`config.mk`:
```
export PLATFORM = sky130hd
export DESIGN_NAME = sram_req_arbiter_flat
export DESIGN_NICKNAME = d
export VERILOG_FILES = /design/src/rtl/sram_req_arbiter_if.sv /design/src/rtl/sram_req_arbiter.sv /design/src/flat_wrapper.sv
export SDC_FILE = /design/constraint.sdc
export NUM_CORES = 1
export LEC_CHECK = 0
export CELL_PAD_IN_SITES_DETAIL_PLACEMENT = 1
export CELL_PAD_IN_SITES_GLOBAL_PLACEMENT = 1
export CORE_MARGIN = 2
export CORE_UTILIZATION = 13
export DETAILED_ROUTE_END_ITERATION = 10
export GPL_TIMING_DRIVEN = 0
export PLACE_DENSITY = 0.78
export SLEW_MARGIN = 20
export SYNTH_ARGS = -nofsm -noshare
export SYNTH_HDL_FRONTEND = slang
export SYNTH_SLANG_ARGS = --single-unit
```
`constraint.sdc`:
```
create_clock -name clk -period 2.93 [get_ports clk]
set_input_delay 0.7325 -clock clk [delete_from_list [all_inputs] [get_ports clk]]
set_output_delay 0.7325 -clock clk [all_outputs]
set_load 0.005 [all_outputs]
```
`src/rtl/sram_req_arbiter_if.sv`:
```
// One sram-like handshake: request fields flow master->slave, ok strobes and read data flow back.
interface sram_req_arbiter_if;
  logic        req;
  logic        wr;
  logic [1:0]  size;
  logic [3:0]  wstrb;
  logic [31:0] addr;
  logic [31:0] wdata;
  logic        addr_ok;
  logic        data_ok;
  logic [31:0] rdata;

  modport master (output req, wr, size, wstrb, addr, wdata,
                  input  addr_ok, data_ok, rdata);
  modport slave  (input  req, wr, size, wstrb, addr, wdata,
                  output addr_ok, data_ok, rdata);
endinterface

```
`src/rtl/sram_req_arbiter.sv`:
```
// Shares one sram port between inst and data requesters; data wins in IDLE, grant held until accepted.
// Zero-latency combinational request/response paths; issue stalls while DEPTH transactions are outstanding.
module sram_req_arbiter #(
  parameter int DEPTH = 4
) (
  input  logic             clk,
  input  logic             reset,
  sram_req_arbiter_if.slave  inst,
  sram_req_arbiter_if.slave  data,
  sram_req_arbiter_if.master mem
);
  localparam int AW = $clog2(DEPTH);
  localparam logic [AW:0]   DEPTH_CNT = (AW+1)'(DEPTH);
  localparam logic [AW:0]   CNT_ONE   = (AW+1)'(1);
  localparam logic [AW-1:0] PTR_ONE   = AW'(1);

  typedef enum logic [1:0] {IDLE, LOCK_I, LOCK_D} state_t;

  state_t          state, state_next;
  logic            own_i, own_d, owner_req, issue;
  logic            full, empty, push, pop, head;
  logic [DEPTH-1:0] ids;
  logic [AW-1:0]   rd_ptr, wr_ptr;
  logic [AW:0]     count;

  always_ff @(posedge clk or posedge reset) begin
    if (reset) state <= IDLE;
    else       state <= state_next;
  end

  always_comb begin
    own_i      = 1'b0;
    own_d      = 1'b0;
    state_next = state;
    case (state)
      LOCK_I:  own_i = 1'b1;
      LOCK_D:  own_d = 1'b1;
      default: begin
        own_d = data.req;
        own_i = !data.req && inst.req;
      end
    endcase
    owner_req = (own_d && data.req) || (own_i && inst.req);
    // Reset gates issue so nothing escapes while the state is being cleared.
    issue = owner_req && !full && !reset;
    if (issue && mem.addr_ok) state_next = IDLE;
    else if (issue)           state_next = own_d ? LOCK_D : LOCK_I;
    else if (!owner_req)      state_next = IDLE;
  end

  assign mem.req   = issue;
  assign mem.wr    = own_d ? data.wr    : inst.wr;
  assign mem.size  = own_d ? data.size  : inst.size;
  assign mem.wstrb = own_d ? data.wstrb : inst.wstrb;
  assign mem.addr  = own_d ? data.addr  : inst.addr;
  assign mem.wdata = own_d ? data.wdata : inst.wdata;

  assign inst.addr_ok = mem.addr_ok && issue && own_i;
  assign data.addr_ok = mem.addr_ok && issue && own_d;

  assign full  = (count == DEPTH_CNT);
  assign empty = (count == '0);
  assign push  = issue && mem.addr_ok;
  assign pop   = mem.data_ok && !empty;
  assign head  = ids[rd_ptr];

  // Responses come back in acceptance order; the head ID says whose beat this is.
  assign inst.data_ok = pop && !head;
  assign data.data_ok = pop && head;
  assign inst.rdata   = mem.rdata;
  assign data.rdata   = mem.rdata;

  always_ff @(posedge clk or posedge reset) begin
    if (reset) begin
      ids    <= '0;
      rd_ptr <= '0;
      wr_ptr <= '0;
      count  <= '0;
    end else begin
      if (push) begin
        ids[wr_ptr] <= own_d;
        wr_ptr      <= wr_ptr + PTR_ONE;
      end
      if (pop) rd_ptr <= rd_ptr + PTR_ONE;
      if (push && !pop)      count <= count + CNT_ONE;
      else if (pop && !push) count <= count - CNT_ONE;
    end
  end
endmodule

```
`src/flat_wrapper.sv`:
```
// flat-port wrapper written by rule: the top's interface ports become plain ports
module sram_req_arbiter_flat 
#(
  parameter int DEPTH = 4
)
  (clk, reset, inst_req, inst_wr, inst_size, inst_wstrb, inst_addr, inst_wdata, inst_addr_ok, inst_data_ok, inst_rdata, data_req, data_wr, data_size, data_wstrb, data_addr, data_wdata, data_addr_ok, data_data_ok, data_rdata, mem_req, mem_wr, mem_size, mem_wstrb, mem_addr, mem_wdata, mem_addr_ok, mem_data_ok, mem_rdata);
  sram_req_arbiter_if inst_i ();
  sram_req_arbiter_if data_i ();
  sram_req_arbiter_if mem_i ();
  input  logic clk;
  input  logic reset;
  input wire logic [$bits(inst_i.req)-1:0] inst_req;
  input wire logic [$bits(inst_i.wr)-1:0] inst_wr;
  input wire logic [$bits(inst_i.size)-1:0] inst_size;
  input wire logic [$bits(inst_i.wstrb)-1:0] inst_wstrb;
  input wire logic [$bits(inst_i.addr)-1:0] inst_addr;
  input wire logic [$bits(inst_i.wdata)-1:0] inst_wdata;
  output wire logic [$bits(inst_i.addr_ok)-1:0] inst_addr_ok;
  output wire logic [$bits(inst_i.data_ok)-1:0] inst_data_ok;
  output wire logic [$bits(inst_i.rdata)-1:0] inst_rdata;
  input wire logic [$bits(data_i.req)-1:0] data_req;
  input wire logic [$bits(data_i.wr)-1:0] data_wr;
  input wire logic [$bits(data_i.size)-1:0] data_size;
  input wire logic [$bits(data_i.wstrb)-1:0] data_wstrb;
  input wire logic [$bits(data_i.addr)-1:0] data_addr;
  input wire logic [$bits(data_i.wdata)-1:0] data_wdata;
  output wire logic [$bits(data_i.addr_ok)-1:0] data_addr_ok;
  output wire logic [$bits(data_i.data_ok)-1:0] data_data_ok;
  output wire logic [$bits(data_i.rdata)-1:0] data_rdata;
  output wire logic [$bits(mem_i.req)-1:0] mem_req;
  output wire logic [$bits(mem_i.wr)-1:0] mem_wr;
  output wire logic [$bits(mem_i.size)-1:0] mem_size;
  output wire logic [$bits(mem_i.wstrb)-1:0] mem_wstrb;
  output wire logic [$bits(mem_i.addr)-1:0] mem_addr;
  output wire logic [$bits(mem_i.wdata)-1:0] mem_wdata;
  input wire logic [$bits(mem_i.addr_ok)-1:0] mem_addr_ok;
  input wire logic [$bits(mem_i.data_ok)-1:0] mem_data_ok;
  input wire logic [$bits(mem_i.rdata)-1:0] mem_rdata;
  assign inst_i.req = inst_req;
  assign inst_i.wr = inst_wr;
  assign inst_i.size = inst_size;
  assign inst_i.wstrb = inst_wstrb;
  assign inst_i.addr = inst_addr;
  assign inst_i.wdata = inst_wdata;
  assign inst_addr_ok = inst_i.addr_ok;
  assign inst_data_ok = inst_i.data_ok;
  assign inst_rdata = inst_i.rdata;
  assign data_i.req = data_req;
  assign data_i.wr = data_wr;
  assign data_i.size = data_size;
  assign data_i.wstrb = data_wstrb;
  assign data_i.addr = data_addr;
  assign data_i.wdata = data_wdata;
  assign data_addr_ok = data_i.addr_ok;
  assign data_data_ok = data_i.data_ok;
  assign data_rdata = data_i.rdata;
  assign mem_req = mem_i.req;
  assign mem_wr = mem_i.wr;
  assign mem_size = mem_i.size;
  assign mem_wstrb = mem_i.wstrb;
  assign mem_addr = mem_i.addr;
  assign mem_wdata = mem_i.wdata;
  assign mem_i.addr_ok = mem_addr_ok;
  assign mem_i.data_ok = mem_data_ok;
  assign mem_i.rdata = mem_rdata;
  sram_req_arbiter #(.DEPTH(DEPTH)) u_core (.clk(clk), .reset(reset), .inst(inst_i), .data(data_i), .mem(mem_i));
endmodule
```
; ---- Word level (Yosys, flattened, before mapping)
; Index checks and enable logic that the tools add are counted.
[totals]
ff_bits = 13
in_bits = 180
out_inout_bits = 140
elab_cells = 58
[classes]
n_addsub = 4
order_cmp = 3
eq_ne = 4
n_mux = 18
reduce_logical = 24
[op_table]
columns = op, n
row1 = 32-bit two-way mux, 2
row2 = 1-bit logical AND, 14
row3 = 2-bit two-way mux, 5
row4 = 1-bit logical NOT, 7
row5 = 2-bit by 3-bit < comparator with 1-bit output (second input constant), 2
row6 = 3-bit two-way mux, 2
row7 = 2-bit by 1-bit adder with 2-bit output (second input constant), 2
row8 = 4-bit bitwise mux, 1
row9 = 4-bit two-way mux, 1
row10 = 1-bit one-hot mux with 2 select lines, 2
row11 = 3-bit by 1-bit adder with 3-bit output (second input constant), 1
row12 = 3-bit == test (second input constant), 1
row13 = 3-bit logical NOT, 1
row14 = 1-bit two-way mux, 3
row15 = 3-bit inequality test (second input constant), 1
row16 = 3-bit by 1-bit subtractor with 3-bit output (second input constant), 1
row17 = 1-bit binary-select mux with 2-bit select, 1
row18 = 1-bit demux with 2-bit select, 1
row19 = 2-bit by 1-bit == test with 1-bit output (second input constant), 1
row20 = 2-bit == test (second input constant), 1
row21 = 2-bit by 1-bit >= comparator with 1-bit output (second input constant), 1
row22 = 2-bit nonzero test, 1
row23 = 1-bit logical OR, 1

; ---- Longest topological paths before layout
; Gate-level depths: netlist of run 1.
[logic_depth]
word_depth = 12
depth_mapped = 10
depth_no_buf = 10

; ---- Least setup slack after synthesis of run 1
; No wires, ideal clock.
[synth_timing]
kind = input -> register
startpoint = input port data_req
endpoint = register u_core.count[2]
setup_ns = 0.079
arrival_ns = 2.390
required_ns = 2.851
setup_slack_ns = 0.461
path_stages = 8
n_path_buf = 0
cell_sequence = a22oi_1 > a2111oi_4 > ha_1 > inv_1 > fa_1 > xor2_1 > nor2_1 > xor2_1
[synth_between]
elab_chain_len = 11
elab_cells_between_ends = 15
cone_classes = mux: 3 / reduce/logical: 12
[synth_rtl]
columns = element, line_no
row1 = "start, declared", flat_wrapper.sv:21  ; input wire logic [$bits(data_i.req)-1:0] data_req;
row2 = 1-bit logical NOT, sram_req_arbiter.sv:40  ; own_i = !data.req && inst.req;
row3 = 1-bit logical AND, sram_req_arbiter.sv:40
row4 = 1-bit one-hot mux with 2 select lines, sram_req_arbiter.sv:35  ; case (state)
row5 = 1-bit logical AND, sram_req_arbiter.sv:43  ; owner_req = (own_d && data.req) || (own_i && inst.req);
row6 = 1-bit logical OR *, sram_req_arbiter.sv:43
row7 = 1-bit logical AND * (2 in a row), sram_req_arbiter.sv:45  ; issue = owner_req && !full && !reset;
row8 = 1-bit logical AND *, sram_req_arbiter.sv:63  ; assign push = issue && mem.addr_ok;
row9 = net u_core.push, sram_req_arbiter.sv:21  ; logic full, empty, push, pop, head;
row10 = 1-bit logical NOT, sram_req_arbiter.sv:86  ; else if (pop && !push) count <= count - CNT_ONE;
row11 = 1-bit logical AND, sram_req_arbiter.sv:86
row12 = 2-bit nonzero test (no source line), --
row13 = "end signal, assigned", sram_req_arbiter.sv:85  ; if (push && !pop) count <= count + CNT_ONE;
row14 = "end signal, assigned", sram_req_arbiter.sv:86
row15 = "end, declared", sram_req_arbiter.sv:24  ; logic [AW:0] count;
; Mark *: on every way through the listed nets, which the timed path passes. The rest lies on a longest branch.
; A chain may end at the register's enable or synchronous reset.

; ---- Worst setup path after layout of run 1
[layout_timing]
startpoint = register u_core.state[0]
endpoint = output port mem_wdata[1]
[layout_between]
elab_chain_len = 3
elab_cells_between_ends = 4
cone_classes = eq/ne: 2 / mux: 2
[layout_rtl]
columns = element, line_no
row1 = "start, declared", sram_req_arbiter.sv:19  ; state_t state, state_next;
row2 = "start signal, assigned", sram_req_arbiter.sv:28  ; else state <= state_next;
row3 = 2-bit == test or 2-bit by 1-bit == test with 1-bit output (tied branches), sram_req_arbiter.sv:35
row4 = 1-bit one-hot mux with 2 select lines *, sram_req_arbiter.sv:35
row5 = 32-bit two-way mux *, sram_req_arbiter.sv:56  ; assign mem.wdata = own_d ? data.wdata : inst.wdata;
row6 = "end, declared", flat_wrapper.sv:35  ; output wire logic [$bits(mem_i.wdata)-1:0] mem_wdata;
; Mark *: on every way between the ends. The rest lies on a longest branch, timed or not.

==> results.md, run 1 <==
Status:
- The run finished with clean final reports.

Synthesis:
- The sequential area share after synthesis is 14.8%.
- The net count after synthesis is 554.
- The share of synthesized area in the top cell type comes to 36.5%.
- The dominant cell type by area after synthesis is sky130_fd_sc_hd__nand2_1.
- The arithmetic-cell share of the synthesized area counting full adders, half adders and majority gates is 4.91%.
- Yosys mapped a number of flops with a built-in enable equal to 0.
- In this run, synthesis produced a sequential element count of 13.
- The multiplexer area fraction after synthesis is 5.25%.
- The mapped netlist covers 2190 sq um.
- The synthesized netlist devotes 4.97% of its cell area to compound gates.
- In the post-synthesis netlist, the biggest area contributors are sky130_fd_sc_hd__nand2_1, sky130_fd_sc_hd__buf_4, sky130_fd_sc_hd__dfrtp_1.
- Counting flops with an async set or reset pin after synthesis yields a share of 100%.
- In the synthesized netlist the dominant register cell turns out to be sky130_fd_sc_hd__dfrtp_1.
- The number of distinct library cells after synthesis is 30.
- The post-synthesis cell count is 366.
- Each instance of the synthesized netlist takes up on average 5.99 sq um.
- The dominant combinational cell family by area after synthesis is simple AND/OR/NAND/NOR gates.
- The XOR/XNOR share of the synthesized area is 2.40%.
- The number of warnings printed during yosys synthesis is 0.
- Summing the areas of all and, or, nand and nor instances in the mapped netlist gives 41.3% of the synthesized area.

Clock network:
- The number of clock sinks is 13.
- The maximum count of clock buffers along a single path is 2.
- The H-tree depth is 1.
- The clock tree from TritonCTS is done.
- The cell chosen for the clock root is sky130_fd_sc_hd__clkbuf_16.
- Clock-pin slew was measured on the worst setup and hold paths at 50 ps.
- Counting the buffers created by CTS gives 3.
- At the later pin of the worst-skew pair, clock insertion delay measures 240 ps.

Die:
- The floorplan step defined a die boundary enclosing 17900 sq um.
- The x dimension of the die is 134 um.
- In this run the count of I/O pins placed on the die edge is 320.
- The vertical die dimension is 134 um.
- The effective utilization at floorplan is 13.3%.
- Row generation in the floorplan step produced 47 rows.
- The core region is 16500 sq um.

Global route:
- The number of antenna violations at the first check in global routing is 1.
- For this run the aggregate overflow at the end of global routing stands at 0.
- Global routing used 12.7% of the available tracks.
- The first-pass GRT wire length is 18.3 mm.
- The maximum number of pins on one net before global-route repair is 14.
- The via count of the first global-routing pass was 3487.

Timing:
- The final total negative setup slack is 0 ps.
- At the pin with the least slew margin, the transition time is 764 ps.
- The clock period could shrink to 2840 ps.
- The final count of pins violating max slew is 0.
- The worst relative slew slack is 48.6%.
- Across the routed clock network, the largest skew measured is 1.63 ps.
- The tightest hold path in the finished design has a slack of 481 ps.
- The number of setup violations in the final report is 0.
- The post-route clock period utilization is 96.9%.
- The maximum clock rate is 352 MHz.
- The number of hold-slack violations in the final timing report is 0.

Placement:
- The final HPWL from detailed placement is 10.2 mm.
- After detailed placement, the total cell area comes to 5340 sq um.
- In this run the tool buffered the top-level ports with 287 buffer cells.
- At the end of routability-driven placement, the weighted congestion stood at 0.752.
- In this run, placement finished with an instance count of 873.

Critical path:
- The critical path goes through inv_2 > ha_4 > mux2_4 > buf_12 > buf_4 > buf_6 > nand2_1 > nand2_1 > dlygate4sd2_1.
- The data arrival time at the worst-slack endpoint is 2110 ps.
- STA classifies the critical path endpoint as an output pin.
- Together, buffers and inverters on the worst path number 5.
- The critical path is of the reg2out type.
- The kind of cell with the highest combined delay along the critical path is buffers and inverters.
- Among the stages of the critical path, the cell type that occurs most often is sky130_fd_sc_hd__nand2_1.
- For this design, the slowest cell found on the critical path is sky130_fd_sc_hd__dfrtp_1.
- The worst setup path is launched from a flip-flop.
- Along the worst path, the maximum fanout reaches 10.
- The required time of the critical path is 2200 ps.
- The stage delay of the slowest cell on the critical path is 370 ps.

Drt:
- Before antenna repair, the detailed router went through 4 iterations.
- The count of nets left with antenna violations after detail routing is 0.
- Dividing the detail-routed wire length by the instance count gives 13.5 um.
- The DRC marker count from the first detailed-route iteration is 43.
- After detailed routing, the number of vias per cell comes to 3.86.
- In the routed design, unresolved DRC markers number 0.
- The routed layout has 3456 vias.
- The total routed wirelength is 12.1 mm.

Final layout:
- The final layout contains 864 nets.
- From synthesis to final layout, the design area changed by 159%.
- The post-route netlist has 17.6% of its cells at a drive strength greater than 1.
- Leaving out fill and tap cells, the most frequent cell in the layout is sky130_fd_sc_hd__nand2_1.
- The final instance count without filler cells is 896.
- Leaving out fill and tap cells, the most frequent cells in the layout are sky130_fd_sc_hd__nand2_1, sky130_fd_sc_hd__clkdlybuf4s50_1, sky130_fd_sc_hd__buf_4.
- The final cell area excluding filler cells is 5680 sq um.

Power:
- In this run, the combinational gates consume 78.3% of the power.
- Summed over all cells, the static leakage comes to 2.83 nW.
- Of the total power, the share spent switching nets is 39.1%.
- The total net switching power is 0.00111 W.
- For this design the ratio of total power to cell area is 499 nW/um^2.
- The proportion of power drawn by the clock network is 9.2%.
- The relative contribution of sequential cells to total power is 12.5%.
- The internal portion of the total power is 0.00172 W.
- The largest voltage drop on the vdd net is 171 uV.

Job:
- Across the run, the number of max-cap violations was 0.

Hold path:
- The class of the most critical hold timing path is reg2reg.
[cell usage after synthesis (2+ instances only)]
cell type / instances
sky130_fd_sc_hd__nand2_1: 213
sky130_fd_sc_hd__buf_4: 64
sky130_fd_sc_hd__dfrtp_1: 13
sky130_fd_sc_hd__clkbuf_1: 11
sky130_fd_sc_hd__inv_1: 8
sky130_fd_sc_hd__ha_1: 7
sky130_fd_sc_hd__mux2_2: 6
sky130_fd_sc_hd__buf_2: 5
sky130_fd_sc_hd__nand3b_1: 5
sky130_fd_sc_hd__a211oi_1: 4
sky130_fd_sc_hd__nor2_1: 3
sky130_fd_sc_hd__xnor2_1: 3
sky130_fd_sc_hd__xor2_1: 3
sky130_fd_sc_hd__a21oi_1: 2
sky130_fd_sc_hd__and2_1: 2
sky130_fd_sc_hd__o21ai_0: 2
sky130_fd_sc_hd__or4_1: 2
[stage by stage]
stage	worst slack [ps]	util [%]	power, W
final	90.0	34.4	0.00283
after floorplan	461	-	0.00124
after global routing	-4.87	34.3	0.00310
after CTS	-39.7	34.0	0.00285
after global placement	-1230	32.3	0.00244
after detailed placement	-976	32.3	0.00248
[power groups by stage]
stage	Sequential (W)	Combinational (W)	Clock [W]
3_3_place_gp	0.000347	0.00209	0
5_1_grt	0.000369	0.00246	0.000275
6_report	0.000354	0.00222	0.000261
4_1_cts	0.000353	0.00223	0.000268
3_5_place_dp	0.000352	0.00213	0
2_1_floorplan	0.000328	0.000915	0
[cell type report]
cell class              count  area [sq um]
fillers                  2047         10800
repair buffers            304          2930
multi-input cells         266          1350
plain buffers              80           687
flip-flops and latches     13           325
well taps                 220           275
clock buffers               4          78.8
inverters                   8          30.0
diodes                      1          2.50
[what timing repair did]
action / in CTS / in global routing
cloned: 1 / 0
pin swaps: 4 / 2
hold buffers: 0 / 0
setup buffers: 11 / 6
resized for setup: 126 / 7
endpoints found under the setup margin: 76 / 6
[flip-flops by register name, indices dropped and copies added, names as in the netlist]
name / flops
u_core.ids: 4
u_core.count: 3
u_core.rd_ptr: 2
u_core.state: 2
u_core.wr_ptr: 2
[layer usage]
metal  track usage (%)  part of all wire, %
met1              14.0                   38
met5                 0                    0
met3              3.59                  9.3
met2              24.3                   51
met4              2.60                 0.87
[worst paths after layout]
path	from	endpoint	slack [ps]	cells past startpoint
max reg2reg	u_core.state[0]$_DFFE_PP0P_	u_core.count[2]$_DFFE_PP0P_	160	13
max in group asynchronous	reset	u_core.rd_ptr[0]$_DFFE_PP0P_	1450	3
min	u_core.rd_ptr[1]$_DFFE_PP0P_	u_core.rd_ptr[1]$_DFFE_PP0P_	480	1
min reg2reg	u_core.rd_ptr[1]$_DFFE_PP0P_	u_core.rd_ptr[1]$_DFFE_PP0P_	480	1
max	u_core.state[0]$_DFFE_PP0P_	mem_wdata[1]	90	9
min in group asynchronous	reset	u_core.state[1]$_DFFE_PP0P_	1140	3
[cell families after synthesis]
logic type / Yosys count
simple gates: 229
fa+ha+maj: 8
mux: 9
compound gates: 13
buf+inv: 88
xor+xnor: 6
flops: 13
Note: power is estimated with default switching activity, not from simulation.
==> run 2, diff against run 1 <==
CAP_MARGIN = 20   (was not set)
==> results of run 2 <==
Final layout, timing and power as in run 1 (identical DEF).
==> run 3, diff against run 2 <==
ABC_AREA = 1   (was not set)
CORE_UTILIZATION = 14   (was 13)
PLACE_DENSITY = 0.81   (was 0.78)
==> results.md, run 3 <==
Drt:
- The average via count per standard cell is 3.81 (-1.3%).
- The number of iterations in the first detailed-routing pass is 4 (unchanged).
- The count of nets left with antenna violations after detail routing came to 0 (unchanged).
- The DRC marker count from the first detailed-route iteration was 57 (+33%).
- The via count is 3504 (+1.4%).
- The DRC violations left is 0 (unchanged).
- The total routed wirelength is 12.9 mm (+6.2%).
- The detail-routed net length per standard cell is 14.0 um (+3.4%).

Synthesis:
- The number of warnings printed during yosys synthesis came to 0 (unchanged).
- The number of distinct library cells after synthesis came to 26 (-13%).
- The net count after synthesis was 579 (+4.5%).
- The number of synthesized flops with an enable pin is 0 (unchanged).
- The post-synthesis cell count is 391 (+6.8%).
- The per-instance average area after synthesis is 5.83 sq um (-2.7%).
- The share of flip-flops with an asynchronous set or reset after synthesis is 100% (unchanged).
- sky130_fd_sc_hd__nand2_1 takes more of the synthesized area than any other cell.
- The area of the mapped netlist is 2280 sq um (+4.0%).
- The area share of the largest cell type after synthesis came to 38.7% (+2.2 points).
- Sorting the synthesized cells by area gives the leading types as sky130_fd_sc_hd__nand2_1, sky130_fd_sc_hd__buf_4, sky130_fd_sc_hd__dfrtp_1.
- The register bit total from synthesis was 13 (unchanged).
- The most common cell in the synthesized netlist is sky130_fd_sc_hd__nand2_1.
- Counting instances in the post-synthesis netlist gives the leading cell types as sky130_fd_sc_hd__nand2_1, sky130_fd_sc_hd__buf_4, sky130_fd_sc_hd__buf_6, sky130_fd_sc_hd__dfrtp_1, sky130_fd_sc_hd__inv_1.
- The main flop type after synthesis is sky130_fd_sc_hd__dfrtp_1.
- The sequential area share after synthesis is 14.3% (-0.57 points).

Timing:
- The post-route clock skew was 4.45 ps (+2.82 ps).
- Setup repair after global routing could not meet its margin everywhere.
- The worst relative slew slack came to 69.0% (+20 points).
- The number of hold-slack violations in the final timing report is 0 (unchanged).
- The final total negative setup slack is 0 ps (unchanged).
- The number of setup violations in the final report is 0 (unchanged).
- The clock period minus worst slack is 2900 ps (+60.6 ps).
- The final count of pins violating max slew is 0 (unchanged).
- The post-route clock period utilization was 99.0% (+2.1 points).
- The maximum clock rate is 345 MHz (-2.1%).
- The worst-margin pin slew is 465 ps (-299 ps).

Die:
- The x dimension of the die is 132 um (-1.7%).
- The die outline area is 17300 sq um (-3.3%).
- The effective utilization at floorplan came to 14.4% (+1.1 points).
- The vertical die dimension is 132 um (-1.7%).
- The boundary pin count is 320 (unchanged).
- The total core area was 15900 sq um (-3.9%).
- The cell row count was 46 (-2.1%).

Global route:
- The number of antenna violations at the first check in global routing is 0 (-1).
- The global-route usage over all layers is 14.0% (+1.3 points).
- The first-pass GRT wire length came to 19.5 mm (+6.3%).
- The maximum number of pins on one net before global-route repair is 15 (+1).
- The aggregate global routing overflow is 0 (unchanged).
- The via count of the first global-routing pass is 3724 (+6.8%).

Critical path:
- The endpoint of the lowest-slack register-to-register path is u_core.count[2]$_DFFE_PP0P_.
- The signal on the critical path passes through ha_4 > or2_4 > nand2_8 > inv_8 > buf_12 > buf_8 > nand2_1 > nand2_1 > clkdlybuf4s50_1.
- The slowest stage of the critical path is the sky130_fd_sc_hd__clkdlybuf4s50_1 cell.
- The stage delay of the slowest cell on the critical path is 440 ps (+70 ps).
- The required time of the critical path is 2200 ps (about the same).
- The largest fanout on the critical path is 10 (unchanged).
- The origin of the worst setup path is u_core.state[1]$_DFFE_PP0P_.
- The worst setup path is launched from a flip-flop.
- The critical path buffer and inverter count was 4 (-1).
- The internal reg-to-reg setup slack was 480 ps (+320 ps).
- The cell occurring most often along the worst timing path is sky130_fd_sc_hd__nand2_1.
- The launch instance of the worst register-to-register path is u_core.state[1]$_DFFE_PP0P_.
- The critical path is of the reg2out type.
- The cell class contributing the biggest share of worst-path delay is buffers and inverters.
- The nature of the critical path endpoint is an output pin.
- The cell depth of the worst flop-to-flop path is 15 (+2).
- The data arrival time at the worst-slack endpoint is 2170 ps (+60 ps).

Hold path:
- In this run the worst hold path is classified as reg2reg.
- The worst hold path stage count is 2 (+1).
- The startpoint identified for the worst hold timing path is u_core.ids[0]$_DFFE_PP0P_.
- The end point of the most critical hold path is u_core.ids[0]$_DFFE_PP0P_.

Final layout:
- Leaving out fill and tap cells, the most frequent cell in the layout is sky130_fd_sc_hd__nand2_1.
- In the layout the commonest cells are sky130_fd_sc_hd__nand2_1, sky130_fd_sc_hd__clkdlybuf4s50_1, sky130_fd_sc_hd__buf_4.
- The flip-flop count of the largest register, all copies and words added is 4 (unchanged).
- In the final layout, the registers with the most flip-flops are u_core.ids (4), u_core.count (3).
- The final antenna diode count is 0 (-1).
- The final instance count without filler cells is 920 (+2.7%).
- The share of layout cells above drive strength 1 was 18.5% (+0.84 points).
- Ranked by flip-flop count, first place goes to u_core.ids.
- The number of inserted filler cells in the final layout is 2000 (-2.3%).
- The total number of nets in the final design is 893 (+3.4%).
- From synthesis to final layout, the design area changed by 155%.

Status:
- The run finished with clean final reports.

Clock network:
- The maximum count of clock buffers along a single path came to 2 (unchanged).
- The clock tree from TritonCTS is done.
- The number of clock sinks is 13 (unchanged).
- The clock latency of the later-clocked register in the worst-skew pair is 240 ps (about the same).
- The clock edge transition at the registers on the reported setup and hold paths is 50 ps (about the same).
- The H-tree depth was 1 (unchanged).
- The clock buffer count from CTS was 3 (unchanged).
- The cell chosen for the clock root is sky130_fd_sc_hd__clkbuf_16.
- The hold-fix buffer count after cts came to 0 (unchanged).

Placement:
- The final HPWL from detailed placement is 10.9 mm (+6.8%).
- The routability congestion estimate is 0.758 (+0.82%).
- The total placed cells including tap cells came to 893 (+2.3%).
- The count of buffers inserted at the top-level ports is 286 (-0.35%).

Power:
- The static leakage is 2.98 nW (+5.3%).
- The largest voltage drop on the vdd net was 186 uV (+9.0%).
- The power per cell area is 464 nW/um^2 (-7.0%).

Job:
- The max-capacitance violation count is 0 (unchanged).
run 3: worst max path at each step:
stage	end	slack (ps)	depth (start not counted)
finish	mem_wdata[15]	30	9
global route	mem_addr[9]	-50	10
CTS	mem_addr[21]	-1	9
detailed placement	inst_addr_ok	-810	7
global placement	inst_addr_ok	-760	7
floorplan	u_core.count[2]$_DFFE_PP0P_	490	12
run 3: power by group:
group	switching, W	internal, W	total, W	leakage (nW)
combinational	0.000909	0.00118	0.00209	2.78
sequential	0.0000828	0.000259	0.000342	0.161
clock	0.0000786	0.000184	0.000262	0.0382
run 3: layer usage:
| metal | vias to the layer above | wire, um | track usage (%) |
|---|---|---|---|
| met2 | 184 | 6690 | 27.1 |
| met3 | 6 | 985 | 3.47 |
| met5 | - | 0 | 0 |
| met1 | 1567 | 5080 | 15.6 |
| li1 | 1747 | - | - |
| met4 | 0 | 125 | 2.11 |
run 3: cells by family after synthesis:
kind of cell,after synthesis,synth area share [%]
and+or+nand+nor,262,45.6
buffers and inverters,95,30.5
DFF,13,14.3
xor gates and xnor gates,4,1.54
AOI/OAI and AO/OA,9,3.40
adders and majority gates,8,4.72
run 3: final cells by class:
class                           count  area, sq um  area share, %
Timing Repair Buffer              310         3050           52.6
Multi-Input combinational cell    283         1310           22.5
Buffer                             80          706           12.2
Sequential cell                    13          325           5.61
Tap cell                          216          270           4.66
Clock buffer                        4         78.8           1.36
Inverter                           14         63.8           1.10
run 3: what timing repair did:
item	CTS	global route
pin swaps	2	1
buffers inserted	12	11
cloned	1	0
resized for setup	95	23
endpoints found under the setup margin	75	26
run 3: worst register-to-register path, stage by stage, from the launching register on:
cell and delay, ps:
sky130_fd_sc_hd__dfrtp_1 400, sky130_fd_sc_hd__ha_4 310, sky130_fd_sc_hd__buf_4 110, sky130_fd_sc_hd__nand3_2 80, sky130_fd_sc_hd__nand2_1 80, sky130_fd_sc_hd__nand2_2 80, sky130_fd_sc_hd__nand2_2 120, sky130_fd_sc_hd__nand2_1 100
sky130_fd_sc_hd__nor2_4 130, sky130_fd_sc_hd__ha_1 160, sky130_fd_sc_hd__inv_1 70, sky130_fd_sc_hd__fa_1 380, sky130_fd_sc_hd__nor2_1 120, sky130_fd_sc_hd__nor2_1 40, sky130_fd_sc_hd__nand2_1 70, sky130_fd_sc_hd__xnor2_1 120
run 3: metrics by stage:
stage / power, W / setup WS (ps) / hold WS [ps] / util [%] / cell area, sq um
6_report: 0.00269 / 29.3 / 483 / 36.5 / 5800
3_3_place_gp: 0.00232 / -756 / 471 / 34.1 / 5410
3_5_place_dp: 0.00236 / -814 / 477 / 34.1 / 5410
2_1_floorplan: 0.00120 / 492 / 449 / - / 2280
5_1_grt: 0.00294 / -53.4 / 517 / 36.5 / 5800
4_1_cts: 0.00268 / -1.30 / 489 / 35.6 / 5660
